<file path="src/rtl/mips_pkg.sv">
// Shared MIPS definitions: primary opcodes (also used by the control
// decoder) and the instruction-fetch state encoding.
package mips_pkg;

    localparam logic [5:0] RFORMAT = 6'd0;
    localparam logic [5:0] JAL     = 6'd3;
    localparam logic [5:0] BEQ     = 6'd4;
    localparam logic [5:0] ADDI    = 6'd8;
    localparam logic [5:0] ANDI    = 6'd12;
    localparam logic [5:0] LW      = 6'd35;
    localparam logic [5:0] SW      = 6'd43;

    typedef enum logic [1:0] {
        FETCH = 2'd0,
        HOLD  = 2'd1,
        DRAIN = 2'd2
    } fetch_state_e;

endpackage

</file>
<file path="src/rtl/opcode_check.sv">
// Combinational legal-opcode detector: flags any primary opcode that the
// control decoder does not implement.
module opcode_check
    import mips_pkg::*;
(
    input  logic [5:0] opcode,
    output logic       illegal
);

    // Anything outside the implemented opcode set is illegal.
    always_comb begin
        illegal = 1'b1;
        case (opcode)
            RFORMAT, JAL, BEQ, ADDI, ANDI, LW, SW: illegal = 1'b0;
            default:                               illegal = 1'b1;
        endcase
    end

endmodule

</file>
<file path="src/rtl/instr_fetch.sv">
// Instruction fetch unit: owns the PC, reads instruction memory over a
// req/ready handshake and hands instructions to decode over valid/accept.
// Redirects from the datapath flush any wrong-path fetch.
// Optional feature macro: IFETCH_OPCODE_CHECK_EN adds the illegal_op output
// and stalls in HOLD on an illegal opcode until redirect or reset.
//
// Handshakes: imem side - a read completes in a cycle with imem_req=1 and
// imem_ready=1; imem_addr holds until then. Decode side - an instruction is
// consumed in a cycle with instr_valid=1 and instr_accept=1; instr, pc and
// pc_plus4 hold until then. redirect_en overrides both in its cycle.
module instr_fetch
    import mips_pkg::*;
#(
    parameter int                ADDR_W   = 32,
    parameter logic [ADDR_W-1:0] RESET_PC = '0
) (
    input  logic              clk,
    input  logic              reset,
    output logic              imem_req,
    output logic [ADDR_W-1:0] imem_addr,
    input  logic              imem_ready,
    input  logic [31:0]       imem_rdata,
    output logic              instr_valid,
    input  logic              instr_accept,
    output logic [31:0]       instr,
    output logic [5:0]        opcode,
    output logic [ADDR_W-1:0] pc,
    output logic [ADDR_W-1:0] pc_plus4,
    input  logic              redirect_en,
    input  logic [ADDR_W-1:0] redirect_pc,
`ifdef IFETCH_OPCODE_CHECK_EN
    output logic              illegal_op,
`endif
    output fetch_state_e      dbg_state
);

    localparam logic [ADDR_W-1:0] ALIGN_MASK = ~ADDR_W'(3);

    fetch_state_e      state_q, state_d;
    logic [ADDR_W-1:0] fetch_pc_q, fetch_pc_d;
    logic [ADDR_W-1:0] drain_addr_q, drain_addr_d;
    logic [31:0]       instr_q, instr_d;
    logic [ADDR_W-1:0] pc_q, pc_d;
    logic [ADDR_W-1:0] pc_plus4_q, pc_plus4_d;
    logic              valid_q, valid_d;
    logic              illegal_q, illegal_d;

    logic [ADDR_W-1:0] redirect_target;
    logic [ADDR_W-1:0] fetch_pc_next;
    logic              rdata_illegal;

    assign redirect_target = redirect_pc & ALIGN_MASK;
    assign fetch_pc_next   = fetch_pc_q + ADDR_W'(4);

`ifdef IFETCH_OPCODE_CHECK_EN
    opcode_check u_opcode_check (
        .opcode  (imem_rdata[31:26]),
        .illegal (rdata_illegal)
    );
    assign illegal_op = illegal_q;
`else
    assign rdata_illegal = 1'b0;
`endif

    // Next-state and handshake outputs; redirect is checked first in every state.
    always_comb begin
        state_d      = state_q;
        fetch_pc_d   = fetch_pc_q;
        drain_addr_d = drain_addr_q;
        instr_d      = instr_q;
        pc_d         = pc_q;
        pc_plus4_d   = pc_plus4_q;
        valid_d      = valid_q;
        illegal_d    = illegal_q;
        imem_req     = (state_q == FETCH) || (state_q == DRAIN);
        imem_addr    = (state_q == DRAIN) ? drain_addr_q : fetch_pc_q;

        case (state_q)
            FETCH: begin
                if (redirect_en) begin
                    fetch_pc_d = redirect_target;
                    if (!imem_ready) begin
                        // Read still in flight at the old address: drain it.
                        state_d      = DRAIN;
                        drain_addr_d = fetch_pc_q;
                    end
                end else if (imem_ready) begin
                    instr_d    = imem_rdata;
                    pc_d       = fetch_pc_q;
                    pc_plus4_d = fetch_pc_next;
                    fetch_pc_d = fetch_pc_next;
                    valid_d    = 1'b1;
                    illegal_d  = rdata_illegal;
                    state_d    = HOLD;
                end
            end
            HOLD: begin
                if (redirect_en) begin
                    valid_d    = 1'b0;
                    illegal_d  = 1'b0;
                    fetch_pc_d = redirect_target;
                    state_d    = FETCH;
                end else if (instr_accept && !illegal_q) begin
                    valid_d = 1'b0;
                    state_d = FETCH;
                end
            end
            DRAIN: begin
                if (redirect_en) begin
                    fetch_pc_d = redirect_target;
                end
                if (imem_ready) begin
                    state_d = FETCH;
                end
            end
            default: state_d = FETCH;
        endcase
    end

    // State and datapath registers with synchronous reset.
    always_ff @(posedge clk) begin
        if (reset) begin
            state_q      <= FETCH;
            fetch_pc_q   <= RESET_PC & ALIGN_MASK;
            drain_addr_q <= RESET_PC & ALIGN_MASK;
            instr_q      <= '0;
            pc_q         <= '0;
            pc_plus4_q   <= '0;
            valid_q      <= 1'b0;
            illegal_q    <= 1'b0;
        end else begin
            state_q      <= state_d;
            fetch_pc_q   <= fetch_pc_d;
            drain_addr_q <= drain_addr_d;
            instr_q      <= instr_d;
            pc_q         <= pc_d;
            pc_plus4_q   <= pc_plus4_d;
            valid_q      <= valid_d;
            illegal_q    <= illegal_d;
        end
    end

    assign instr_valid = valid_q;
    assign instr       = instr_q;
    assign opcode      = instr_q[31:26];
    assign pc          = pc_q;
    assign pc_plus4    = pc_plus4_q;
    assign dbg_state   = state_q;

endmodule

</file>
<file path="config.mk">
export PLATFORM = sky130hd
export DESIGN_NAME = instr_fetch
export DESIGN_NICKNAME = d
export VERILOG_FILES = /design/src/rtl/mips_pkg.sv /design/src/rtl/opcode_check.sv /design/src/rtl/instr_fetch.sv
export SDC_FILE = /design/constraint.sdc
export NUM_CORES = 1
export LEC_CHECK = 0
export CAP_MARGIN = 25
export CORE_ASPECT_RATIO = 0.75
export CORE_MARGIN = 2
export CORE_UTILIZATION = 63
export DETAILED_ROUTE_END_ITERATION = 12
export DONT_BUFFER_PORTS = 1
export PLACE_DENSITY = 0.83
export SYNTH_ARGS = -nofsm -noshare
export SYNTH_HDL_FRONTEND = slang
export SYNTH_HIERARCHICAL = 1
export SYNTH_SLANG_ARGS = --single-unit
</file>
<file path="constraint.sdc">
create_clock -name clk -period 3.1 [get_ports clk]
set_clock_uncertainty 0.2 [all_clocks]
set_input_delay 0.155 -clock clk [delete_from_list [all_inputs] [get_ports clk]]
set_output_delay 0.155 -clock clk [all_outputs]
set_load 0.1 [all_outputs]
</file>
After elaboration in Yosys (flattened, before gate mapping)

Index checks and enable logic that the tools add are counted.

Muxes and demuxes: 21
Equal/unequal tests: 10
Reduce and logical (&&, ||, !) cells: 13
Add/sub/neg operators: 1
Bitwise operators: 2

Operators with widths:

| kind                  | number |
|---|---|
| $mux 32               | 4 |
| $pmux 32 s2           | 1 |
| $add 32x3->32 const B | 1 |
| $mux 2                | 6 |
| $reduce_and 4->1      | 3 |
| $ne 3x3->1 const B    | 3 |
| $reduce_and 3->1      | 3 |
| $ne 2x2->1 const B    | 4 |
| $mux 1                | 7 |
| $pmux 2 s3            | 1 |
| $pmux 1 s2            | 2 |
| $reduce_bool 2->1     | 2 |
| $eq 2x1->1 const B    | 1 |
| $eq 2x2->1 const B    | 1 |
| $logic_not 2->1       | 1 |
| $ne 2x1->1 const B    | 1 |
| $not 1->1             | 2 |
| $reduce_or 2->1       | 1 |
| $logic_and 1x1->1     | 1 |
| $logic_not 1->1       | 1 |
| $logic_or 1x1->1      | 1 |

Bits in registers: 164
Logic and storage cells: 55
Input port bits: 69
Output and inout bits: 138

Longest topological paths before layout

Gate-level depths: netlist of run 1.

Word-level depth: 5
Gate-level depth with buffers: 9
Depth with buffers taken out: 7

Worst setup path before layout of run 1

No wires, ideal clock.

Path kind: reg-to-output
From: register state_q[0] (netlist: dbg_state[0])
To: output port imem_addr[11]
Stages on the path, launching flop included: 6
Data arrival time: 3.943 ns
Slack: -1.198 ns
Cell sequence: dfxtp_1 > inv_1 > ha_1 > buf_1 > clkbuf_1 > o21ai_0

Cells in the longest elaborated chain, start to end: 2

RTL lines:

| element                | RTL line           | source |
|---|---|---|
| start, declared        | instr_fetch.sv:39  | `fetch_state_e state_q, state_d;` |
| start signal, assigned | instr_fetch.sv:132 | `state_q <= state_d;` |
| $eq 2x2->1             | instr_fetch.sv:76  | `imem_addr = (state_q == DRAIN) ? drain_addr_q : fetch_pc_q;` |
| $mux 32                | instr_fetch.sv:76  |  |
| end, declared          | instr_fetch.sv:20  | `output logic [ADDR_W-1:0] imem_addr,` |

No other way between the ends.

Worst setup path in the final report of run 1

From: register state_q[1] (netlist: dbg_state[1])
To: register instr_q[29] (netlist: instr[29])

Cells in the longest elaborated chain, start to end: 2

RTL lines:

| element                           | RTL line           | source |
|---|---|---|
| $logic_not 2->1                   | instr_fetch.sv:78  | `case (state_q)` |
| $reduce_and 3->1 (no source line) | n/a                |  |
| end signal, assigned              | instr_fetch.sv:135 | `instr_q <= instr_d;` |
| end, declared                     | instr_fetch.sv:42  | `logic [31:0] instr_q, instr_d;` |

No other way between the ends.
A chain may end at the register's enable or synchronous reset.

==> impl_results.md, run 1 <==
- Status: complete, no violations
- Routed length per placed instance: ~20 um
- Synth Area per Inst: approximately 8 sq um
- Initial antenna violation count: 0
- Synth top area cells: dfxtp_1 43%, nand2_1 12%, a21oi_1 9.2%
- Highest Clock Rate: 344.7 MHz
- Number of synthesized flops with an enable pin: 0
- Core ar.: approximately 11000 sq um
- Initial Util: roughly two thirds
- Detailed placement HPWL: around 14000 um
- Hold WC Path Type: primary input to register
- DRT antenna net count: 0
- Core Rows: 33
- Critical path fanouts, max: 34
- 1st-pass router iterations: 7
- Clock-pin slew on the worst setup and hold paths: 0.06 ns
- DIE AREA: 12340 sq um
- Vias: around 7500
- DR iter-0 viols: approximately 730
- Hold slack: between 0.004 and 0.005 ns
- Reg2reg setup slack: just under 0.2 ns
- CP cell instances: inv_1 -> ha_1 -> nand2_1 -> or2_2 -> nand2_1 -> a21oi_1 -> dlygate4sd3_1
- # setup viols final: 0
- Required @ worst endpoint: 3.21 ns
- Buffers on Ports: 0
- Crit path buffers/inverters: 2
- Syn. warnings: 6
- Worst Setup Path Type: register to register
- Post-Syn Area: a little over 7000 sq um
- CTS Buffer Depth: 2
- Total wire length: 23490 um
- Sequential fraction of the synthesis area: a little over two fifths
- Crit start category: register
- Most numerous cell in the Yosys netlist: nand2_1
- First-pass GRT wire length: approximately 37000 um
- Gate Count Post-Synth: 919
- Crit end category: register
- Crit share post-route: between 90% and 100%
- Post-CTS Setup Repair Bufs: 0
- Number of global-route vias before repair: roughly 7300
- Placer Congestion: about 0.91
- Grt total ovfl: 0
- Period minus WS final: 2.901 ns
- Post-route cell area: approximately 9500 sq um
- Share of layout cells above drive strength 1: a little under a fifth
- Drt drc: 0
- Max stage delay on crit path: between 0.6 and 0.7 ns
- Final-report hold violation count: 0
- Fin nets: ~1100
- Slowest cell on crit path: or2_2
- Yosys top cell area share: roughly 43%
- # IOs: between 200 and 250
- Fin cells: 1173
- Total CTS buffers: 17
- DR vias/cell: between 6 and 7
- CP delay by family, top: simple AND/OR/NAND/NOR gates
- Max cap viols: 0
- Synth top cells by count: 238 x nand2_1, 155 x dfxtp_1, 132 x a21oi_1, 54 x clkbuf_1, 45 x nor2_1
- Dominant synthesized flop cell: dfxtp_1
- Clk root buf: clkbuf_16
- Post-layout util: a little under nine tenths
- Slew Limit Headroom: between 30% and 40%
- RSZ-0062 raised after global routing: no
- Slew Limit Fails: 0
- Tot GR Track Use: a little under two fifths
- Dpl cell area: about 8000 sq um
- Die span in y: ~97 um
- Tightest Pin Transition: roughly 1.0 ns
- WP data arrival: around 3.0 ns
- H-Tree Level Count: 4
- Area Growth Syn to Fin: 31.30%
- Clock tree sinks: ~160
- Peak supply drop: just under 700 uV
- Clk_lat worst skew: 0.42 ns
- Register bit count reported by yosys: between 150 and 200
- Leak pwr: approximately 3.6 nW
- CTS tree: done
- Setup TNS: 0 ns
- Cells after DPL: approximately 1100
- PD cells: around 720 nW/um^2
- Die Width: 127.6 um
- Antenna diode count: 0
- Pin count of the biggest net entering global routing: around 130
- Post-synth top area cell: dfxtp_1
- Post-synthesis cell type count: 63
- CP most frequent cell: nand2_1
- FFs w/ async S/R, synth: 0%
[sequential cells by signal (all words and copies together) (netlist names)]
signal	cells
dbg_state	2
instr_valid	1
pc	30
pc_plus4	30
instr	32
fetch_pc_q	30
drain_addr_q	30
[kinds of logic (layout without fill, tap and decap cells)]
group                    after synthesis  count (layout)  synth area share (%)
adder cells (fa/ha/maj)                4               4                0.6933
XOR/XNOR                              25              25                 3.033
AND/OR/NAND/NOR                      359             359                 22.27
other                                  1               6               0.05194
AO/OA/AOI/OAI                        243             243                 19.64
buffers and inverters                108             217                 7.591
flip-flops                           155             155                 42.98
multiplexers                          24              24                 3.744
[worst paths after layout]
kind / start / to / depth (start not counted)
hold reg to reg: instr[28] / instr[28] / 2
setup / recovery: dbg_state[1] / instr[29] / 7
hold / removal: imem_ready / drain_addr_q[20] / 4
setup reg to reg: dbg_state[1] / instr[29] / 7
[area by class of cell]
| class | count | area [sq um] |
|---|---|---|
| clock buffers | 18 | 429.2 |
| clock inverters | 14 | 290.3 |
| fillers | 562 | 1587 |
| inverters | 14 | 52.55 |
| multi-input cells | 661 | 3636 |
| flip-flops and latches | 155 | 3110 |
| well taps | 140 | 175.2 |
| repair buffers | 171 | 1785 |
[report_power, final]
group / switching (mW) / internal (mW) / leakage (nW) / total, mW
Sequential: 0.304 / 2.12 / 1.27 / 2.43
Clock: 0.868 / 1.68 / 0.347 / 2.55
Combinational: 1.31 / 0.516 / 1.98 / 1.83
[per-stage QoR]
stage / power [mW] / setup WS [ns]
2_1_floorplan: 3.746 / -0.4722
4_1_cts: 6.762 / 0.2682
3_5_place_dp: 4.139 / 0.4447
3_3_place_gp: 4.091 / 0.5400
6_report: 6.806 / 0.1987
5_1_grt: 6.979 / 0.06885
[tightest hold or removal path, delay by kind of cell]
family          cells  cell delay, ns
simple gates        2            0.13
buf+inv             1            0.24
compound gates      1            0.05
[metal layers]
| metal | track usage (%) | vias up | wire length [um] |
|---|---|---|---|
| met3 | 9.237 | 76 | 2757 |
| met4 | 13.27 | 0 | 632 |
| li1 | - | 3329 | - |
| met5 | 0 | - | 0 |
| met2 | 64.34 | 542 | 11360 |
| met1 | 46.29 | 3519 | 8738 |
[placed cells by master (no fill, tap or decap), drive strengths merged, types with 6 or more instances in the layout]
| cell type | count |
|---|---|
| o21ai | 43 |
| a31oi | 7 |
| dlygate4sd3 | 66 |
| conb | 6 |
| xnor2 | 14 |
| nand2 | 238 |
| inv | 15 |
| a22oi | 9 |
| o32ai | 6 |
| clkbuf | 18 |
| buf | 105 |
| or4 | 7 |
| nand3 | 23 |
| mux2 | 24 |
| dfxtp | 155 |
| bufinv | 8 |
| nor4 | 7 |
| xor2 | 11 |
| nor3 | 8 |
| a21oi | 132 |
| nor2 | 47 |
| a211oi | 11 |
| nand4 | 9 |
[repair_timing]
action                     4_1_cts  5_1_grt
hold endpoints to repair       138        0
resized for setup                0        1
setup endpoints to repair        0        1
hold buffers                    67        0
(Power assumes the default switching activity.)
==> run 2, diff against run 1 <==
--- a/config.mk
+++ b/config.mk
@@ -8,10 +8,10 @@
 export CAP_MARGIN = 25
 export CORE_ASPECT_RATIO = 0.75
 export CORE_MARGIN = 2
-export CORE_UTILIZATION = 63
+export CORE_UTILIZATION = 45
 export DETAILED_ROUTE_END_ITERATION = 12
 export DONT_BUFFER_PORTS = 1
-export PLACE_DENSITY = 0.83
+export PLACE_DENSITY = 0.64
 export SYNTH_ARGS = -nofsm -noshare
 export SYNTH_HDL_FRONTEND = slang
 export SYNTH_HIERARCHICAL = 1
==> run 2 against run 1 <==
- hold slack gained 0.011 ns
- global-route usage fell by 13 points
- power is 8.8% lower
- first-iteration DRC count decreased by 19%
- count of clock-buffer cells in the layout up 7
- flip-flop and latch count did not move
- utilization down 29 points
- critical path type unchanged
- critical endpoint is now instr[30]
- highest routed layer unchanged
==> impl_results.md, run 2 (synthesis gave the netlist of run 1 again) <==
- Status: complete, no violations
- H-Tree Level Count: 4 (unchanged)
- # setup viols final: 0 (unchanged)
- Peak supply drop: 531.4 uV (-22%)
- Post-route cell area: 8980 sq um (-5.3%)
- Slew Limit Fails: 0 (unchanged)
- Share of layout cells above drive strength 1: 16.85% (-2.3 points)
- Die Width: 150.3 um (+18%)
- Final-report hold violation count: 0 (unchanged)
- CTS resizes: 0 (unchanged)
- CTS Buffer Depth: 2 (unchanged)
- PD cells: 690.9 nW/um^2 (-3.8%)
- Required @ worst endpoint: 3.21 ns (about the same)
- Routed length per placed instance: 17.46 um (-13%)
- DIE AREA: 17080 sq um (+38%)
- Area Growth Syn to Fin: 24.38%
- Tot GR Track Use: 24.64% (-13 points)
- Vias: 6705 (-10%)
- Leak pwr: 3.328 nW (-7.3%)
- Number of global-route vias before repair: 6255 (-15%)
- Max stage delay on crit path: 0.57 ns (-0.04 ns)
- CP most frequent cell: nand2_1
- Pin count of the biggest net entering global routing: 135 (+0.75%)
- Clk root buf: clkbuf_16
- Most common cell after layout, fill and taps aside: nand2_1
- Placer Congestion: 0.8665 (-5.1%)
- Slowest cell on crit path: dlygate4sd3_1
- Critical path fanouts, max: 29 (-15%)
- Setup TNS: 0 ns (unchanged)
- 1st-pass router iterations: 5 (-2)
- Slew Limit Headroom: 33.79% (+1.9 points)
- Fill count: 1442 (+160%)
- Tightest Pin Transition: 0.9918 ns (-0.02847 ns)
- Max reg flops: 32 (unchanged)
- Core Rows: 40 (+21%)
- CTS tree: done
- Detailed placement HPWL: 13670 um (-1.2%)
- Clock tree sinks: 155 (unchanged)
- Total wire length: 21280 um (-9.4%)
- FF-to-FF path depth: 8 (+1)
- Max cap viols: 0 (unchanged)
- Cells after DPL: 1121 (+4.4%)
- CP cell instances: inv_1 -> ha_1 -> nand2_1 -> or2_2 -> buf_4 -> nand2_1 -> a21oi_1 -> dlygate4sd3_1
- Clock-pin slew on the worst setup and hold paths: 0.06 ns (about the same)
- Antenna diode count: 0 (unchanged)
- Hold slack: 0.01565 ns (+0.01090 ns)
- Highest Clock Rate: 349.2 MHz (+1.3%)
- Fin nets: 1070 (-2.1%)
- Hold WC Path Type: primary input to register
- Grt total ovfl: 0 (unchanged)
- Clk_lat worst skew: 0.42 ns (about the same)
- DR iter-0 viols: 592 (-19%)
- Cell depth of the worst hold path: 4 (unchanged)
- DRT antenna net count: 0 (unchanged)
- Worst Setup Path Type: register to register
- RSZ-0062 raised after global routing: no
- Dpl cell area: 7695 sq um (-4.6%)
- Most frequent cells in the layout: 238 x nand2_1, 149 x dfxtp_1, 132 x a21oi_1
- Die span in y: 113.7 um (+18%)
- # IOs: 207 (unchanged)
- DR vias/cell: 5.500 (-14%)
- First-pass GRT wire length: 33160 um (-11%)
- Period minus WS final: 2.864 ns (-0.03737 ns)
- Initial Util: 45.50% (-20 points)
- WP data arrival: 2.97 ns (-0.04 ns)
- Crit start category: register
- Buffers on Ports: 0 (unchanged)
- Crit end category: register
- Core ar.: 15870 sq um (+43%)
- Total CTS buffers: 17 (unchanged)
- Drt drc: 0 (unchanged)
- Crit share post-route: 92.39% (-1.2 points)
- Fin cells: 1219 (+3.9%)
- Initial antenna violation count: 0 (unchanged)
-- run 2: worst max-delay path: cells and delay by family (launching register included) --
| kind | cells | cell delay [ns] |
|---|---|---|
| AO/OA/AOI/OAI | 1 | 0.06 |
| adder cells (fa/ha/maj) | 1 | 0.42 |
| AND/OR/NAND/NOR | 3 | 0.77 |
| buffers and inverters | 3 | 0.96 |
| flip-flops | 1 | 0.33 |
-- run 2: timing repair --
item,in CTS,in global routing
endpoints found under the hold margin,154,0
buffers inserted,0,0
hold buffers,67,0
-- run 2: final cells by class --
cell class                      count  area (sq um)  share of cell area (%)
Multi-Input combinational cell    661          3636                   40.49
Sequential cell                   155          3110                   34.64
Timing Repair Buffer              148          1321                   14.71
Clock buffer                       25         485.5                   5.406
Tap cell                          210         262.8                   2.926
Clock inverter                      6         111.4                   1.240
Inverter                           14         52.55                  0.5852
-- run 2: through the flow --
step                util, %  setup WS, ns  total power [mW]
finish                56.60        0.2360             6.204
global route          56.60       0.06446             6.447
CTS                   56.60        0.2432             6.228
detailed placement    48.50        0.4508             3.989
global placement      48.50        0.4719             3.975
floorplan                 -       -0.4722             3.746
-- run 2: per-layer routing --
| layer | up-vias | track usage [%] | share of wire, % |
|---|---|---|---|
| met3 | 14 | 6.840 | 8.8 |
| met4 | 0 | 6.981 | 0.93 |
| met5 | - | 0 | 0 |
| met1 | 3122 | 33.67 | 45 |
| met2 | 287 | 38.26 | 46 |
| li1 | 3282 | - | - |
-- run 2: worst paths after layout --
path                     from                to  slack (ns)
max              dbg_state[1]         instr[30]        0.24
min                imem_ready   drain_addr_q[2]        0.02
max reg2reg      dbg_state[1]         instr[30]        0.24
min reg2reg  drain_addr_q[16]  drain_addr_q[16]        0.25
-- run 2: report_power, final --
group | internal [mW] | leakage, nW | switching, mW
logic | 0.387 | 1.77 | 1.24
clock network | 1.33 | 0.288 | 0.816
registers | 2.12 | 1.27 | 0.315
==> run 3, diff against run 2 <==
--- a/config.mk
+++ b/config.mk
@@ -11,7 +11,6 @@
 export CORE_UTILIZATION = 45
 export DETAILED_ROUTE_END_ITERATION = 12
 export DONT_BUFFER_PORTS = 1
-export PLACE_DENSITY = 0.64
 export SYNTH_ARGS = -nofsm -noshare
 export SYNTH_HDL_FRONTEND = slang
 export SYNTH_HIERARCHICAL = 1
==> run 3 against run 2 <==
- final cell count up 0.74%
- sequential power down 2%
- fmax down 0.61%
- critical path depth unchanged
- count of clock-buffer cells in the layout down 2
- combinational power up 4%
- non-clock buffer count up 10
- clock power down 3%
- design area up 0.82%
==> impl_results.md, run 3 (synthesis gave the netlist of run 1 again) <==
- Setup TNS: 0 ns (unchanged)
- Worst Setup Path Type: register to register
- FF-to-FF path depth: 8 (unchanged)
- Die span in y: 113.7 um (unchanged)
- Tot GR Track Use: 24.86% (+0.22 points)
- Overall power: 6.154 mW (-0.81%)
- Clk root buf: clkbuf_16
- Tightest Pin Transition: 0.9896 ns (-0.002191 ns)
- H-Tree Level Count: 4 (unchanged)
- Detailed placement HPWL: 13430 um (-1.8%)
- Pin count of the biggest net entering global routing: 135 (unchanged)
- Vias: 6701 (-0.060%)
- # IOs: 207 (unchanged)
- Peak supply drop: 365.0 uV (-31%)
- PD cells: 679.7 nW/um^2 (-1.6%)
- Clk_lat worst skew: 0.42 ns (about the same)
- # setup viols final: 0 (unchanged)
- CTS tree: done
- Initial antenna violation count: 0 (unchanged)
- Routed length per placed instance: 17.53 um (+0.43%)
- DRT antenna net count: 0 (unchanged)
- Fin worst setup slack: 0.2185 ns (-0.01750 ns)
- Drt drc: 0 (unchanged)
- Slew Limit Fails: 0 (unchanged)
- Area Growth Syn to Fin: 25.41%
- Fin nets: 1080 (+0.93%)
- CTS Buffer Depth: 2 (unchanged)
- Max reg flops: 32 (unchanged)
- Grt total ovfl: 0 (unchanged)
- Initial Util: 45.50% (unchanged)
- Crit start category: register
- Crit share post-route: 92.95% (+0.56 points)
- 1st-pass router iterations: 5 (unchanged)
- Core Rows: 40 (unchanged)
- Most frequent cells in the layout: 238 x nand2_1, 149 x dfxtp_1, 132 x a21oi_1
- Critical path fanouts, max: 46 (+59%)
- RSZ-0062 raised after global routing: no
- Core ar.: 15870 sq um (unchanged)
- Total wire length: 21530 um (+1.2%)
- Required @ worst endpoint: 3.20 ns (about the same)
- Status: complete, no violations
- DIE AREA: 17080 sq um (unchanged)
- Die Width: 150.3 um (unchanged)
- Number of global-route vias before repair: 6194 (-0.98%)
- DR iter-0 viols: 532 (-10%)
- Leak pwr: 3.380 nW (+1.6%)
- Hold WC Path Type: primary input to register
- CTS Hold Bufs: 69 (+3.0%)
- Buffers on Ports: 0 (unchanged)
- Final-report hold violation count: 0 (unchanged)
- Post-layout util: 57.07% (+0.47 points)
- WP data arrival: 2.98 ns (about the same)
- First-pass GRT wire length: 33000 um (-0.48%)
- Pre-CTS setup slack: 0.5603 ns (+0.1095 ns)
- Max cap viols: 0 (unchanged)
- Most common cell after layout, fill and taps aside: nand2_1
- Crit end category: register
- Placer Congestion: 0.8353 (-3.6%)
- Highest Clock Rate: 347.0 MHz (-0.61%)
- Slew Limit Headroom: 33.93% (+0.15 points)
- Share of layout cells above drive strength 1: 17.68% (+0.83 points)
- Total CTS buffers: 17 (unchanged)
- Antenna diode count: 0 (unchanged)
- Cell depth of the worst hold path: 3 (-1)
- Fill count: 1481 (+2.7%)
- Clock-pin slew on the worst setup and hold paths: 0.06 ns (about the same)
- DR vias/cell: 5.457 (-0.79%)
- Period minus WS final: 2.881 ns (+0.01750 ns)
- Clock tree sinks: 155 (unchanged)
- Post-CTS Setup Repair Bufs: 0 (unchanged)
- CTS resizes: 0 (unchanged)
run 3: cell count changes in the layout (fill, tap and decap cells not counted), moves of 2 or more:
cell,previous run,this run
dlygate4sd3_1,66,68
buf_4,79,86
clkbuf_1,5,2
clkinv_2,1,3
run 3: routing by layer:
| metal | track usage [%] | routed length (um) | vias up |
|---|---|---|---|
| li1 | - | - | 3311 |
| met1 | 34.63 | 9999 | 3137 |
| met2 | 36.38 | 9327 | 232 |
| met3 | 7.880 | 1928 | 21 |
| met4 | 8.491 | 272 | 0 |
| met5 | 0 | 0 | - |
run 3: area by class of cell:
type / count / area [sq um] / share of cell area (%)
clock buffers: 23 / 488.0 / 5.390
clock inverters: 7 / 90.09 / 0.9950
inverters: 14 / 52.55 / 0.5804
multi-input cells: 661 / 3636 / 40.16
flip-flops and latches: 155 / 3110 / 34.36
well taps: 210 / 262.8 / 2.902
repair buffers: 158 / 1414 / 15.62
run 3: path summary, 6_finish.rpt:
kind / from / end / slack (ns)
setup / recovery: dbg_state[0] / instr[29] / 0.22
hold / removal: imem_ready / fetch_pc_q[30] / 0.04
setup reg to reg: dbg_state[0] / instr[29] / 0.22
hold reg to reg: drain_addr_q[16] / drain_addr_q[16] / 0.25
run 3: critical path, cell delays in order, from the launching register on:
cell	delay, ns
dfxtp_1	0.31
inv_1	0.08
ha_1	0.40
nand2_1	0.19
or2_2	0.55
buf_12	0.28
nand2_1	0.09
a21oi_1	0.06
dlygate4sd3_1	0.58
run 3: power by group:
part / switching, mW / internal (mW) / total (mW)
clock network: 0.814 / 1.26 / 2.07
logic: 1.28 / 0.400 / 1.68
registers: 0.277 / 2.12 / 2.40
total: 2.37 / 3.78 / 6.15
run 3: stage by stage:
| stage | area [sq um] | hold WS [ns] | instances |
|---|---|---|---|
| floorplan | 7238 | 0.09105 | 924 |
| global placement | 7767 | 0.02729 | 1129 |
| detailed placement | 7767 | 0.03091 | 1129 |
| CTS | 9054 | 0.003208 | 1228 |
| global route | 9054 | 0.02510 | 1228 |
| finish | 9054 | 0.03665 | 1228 |
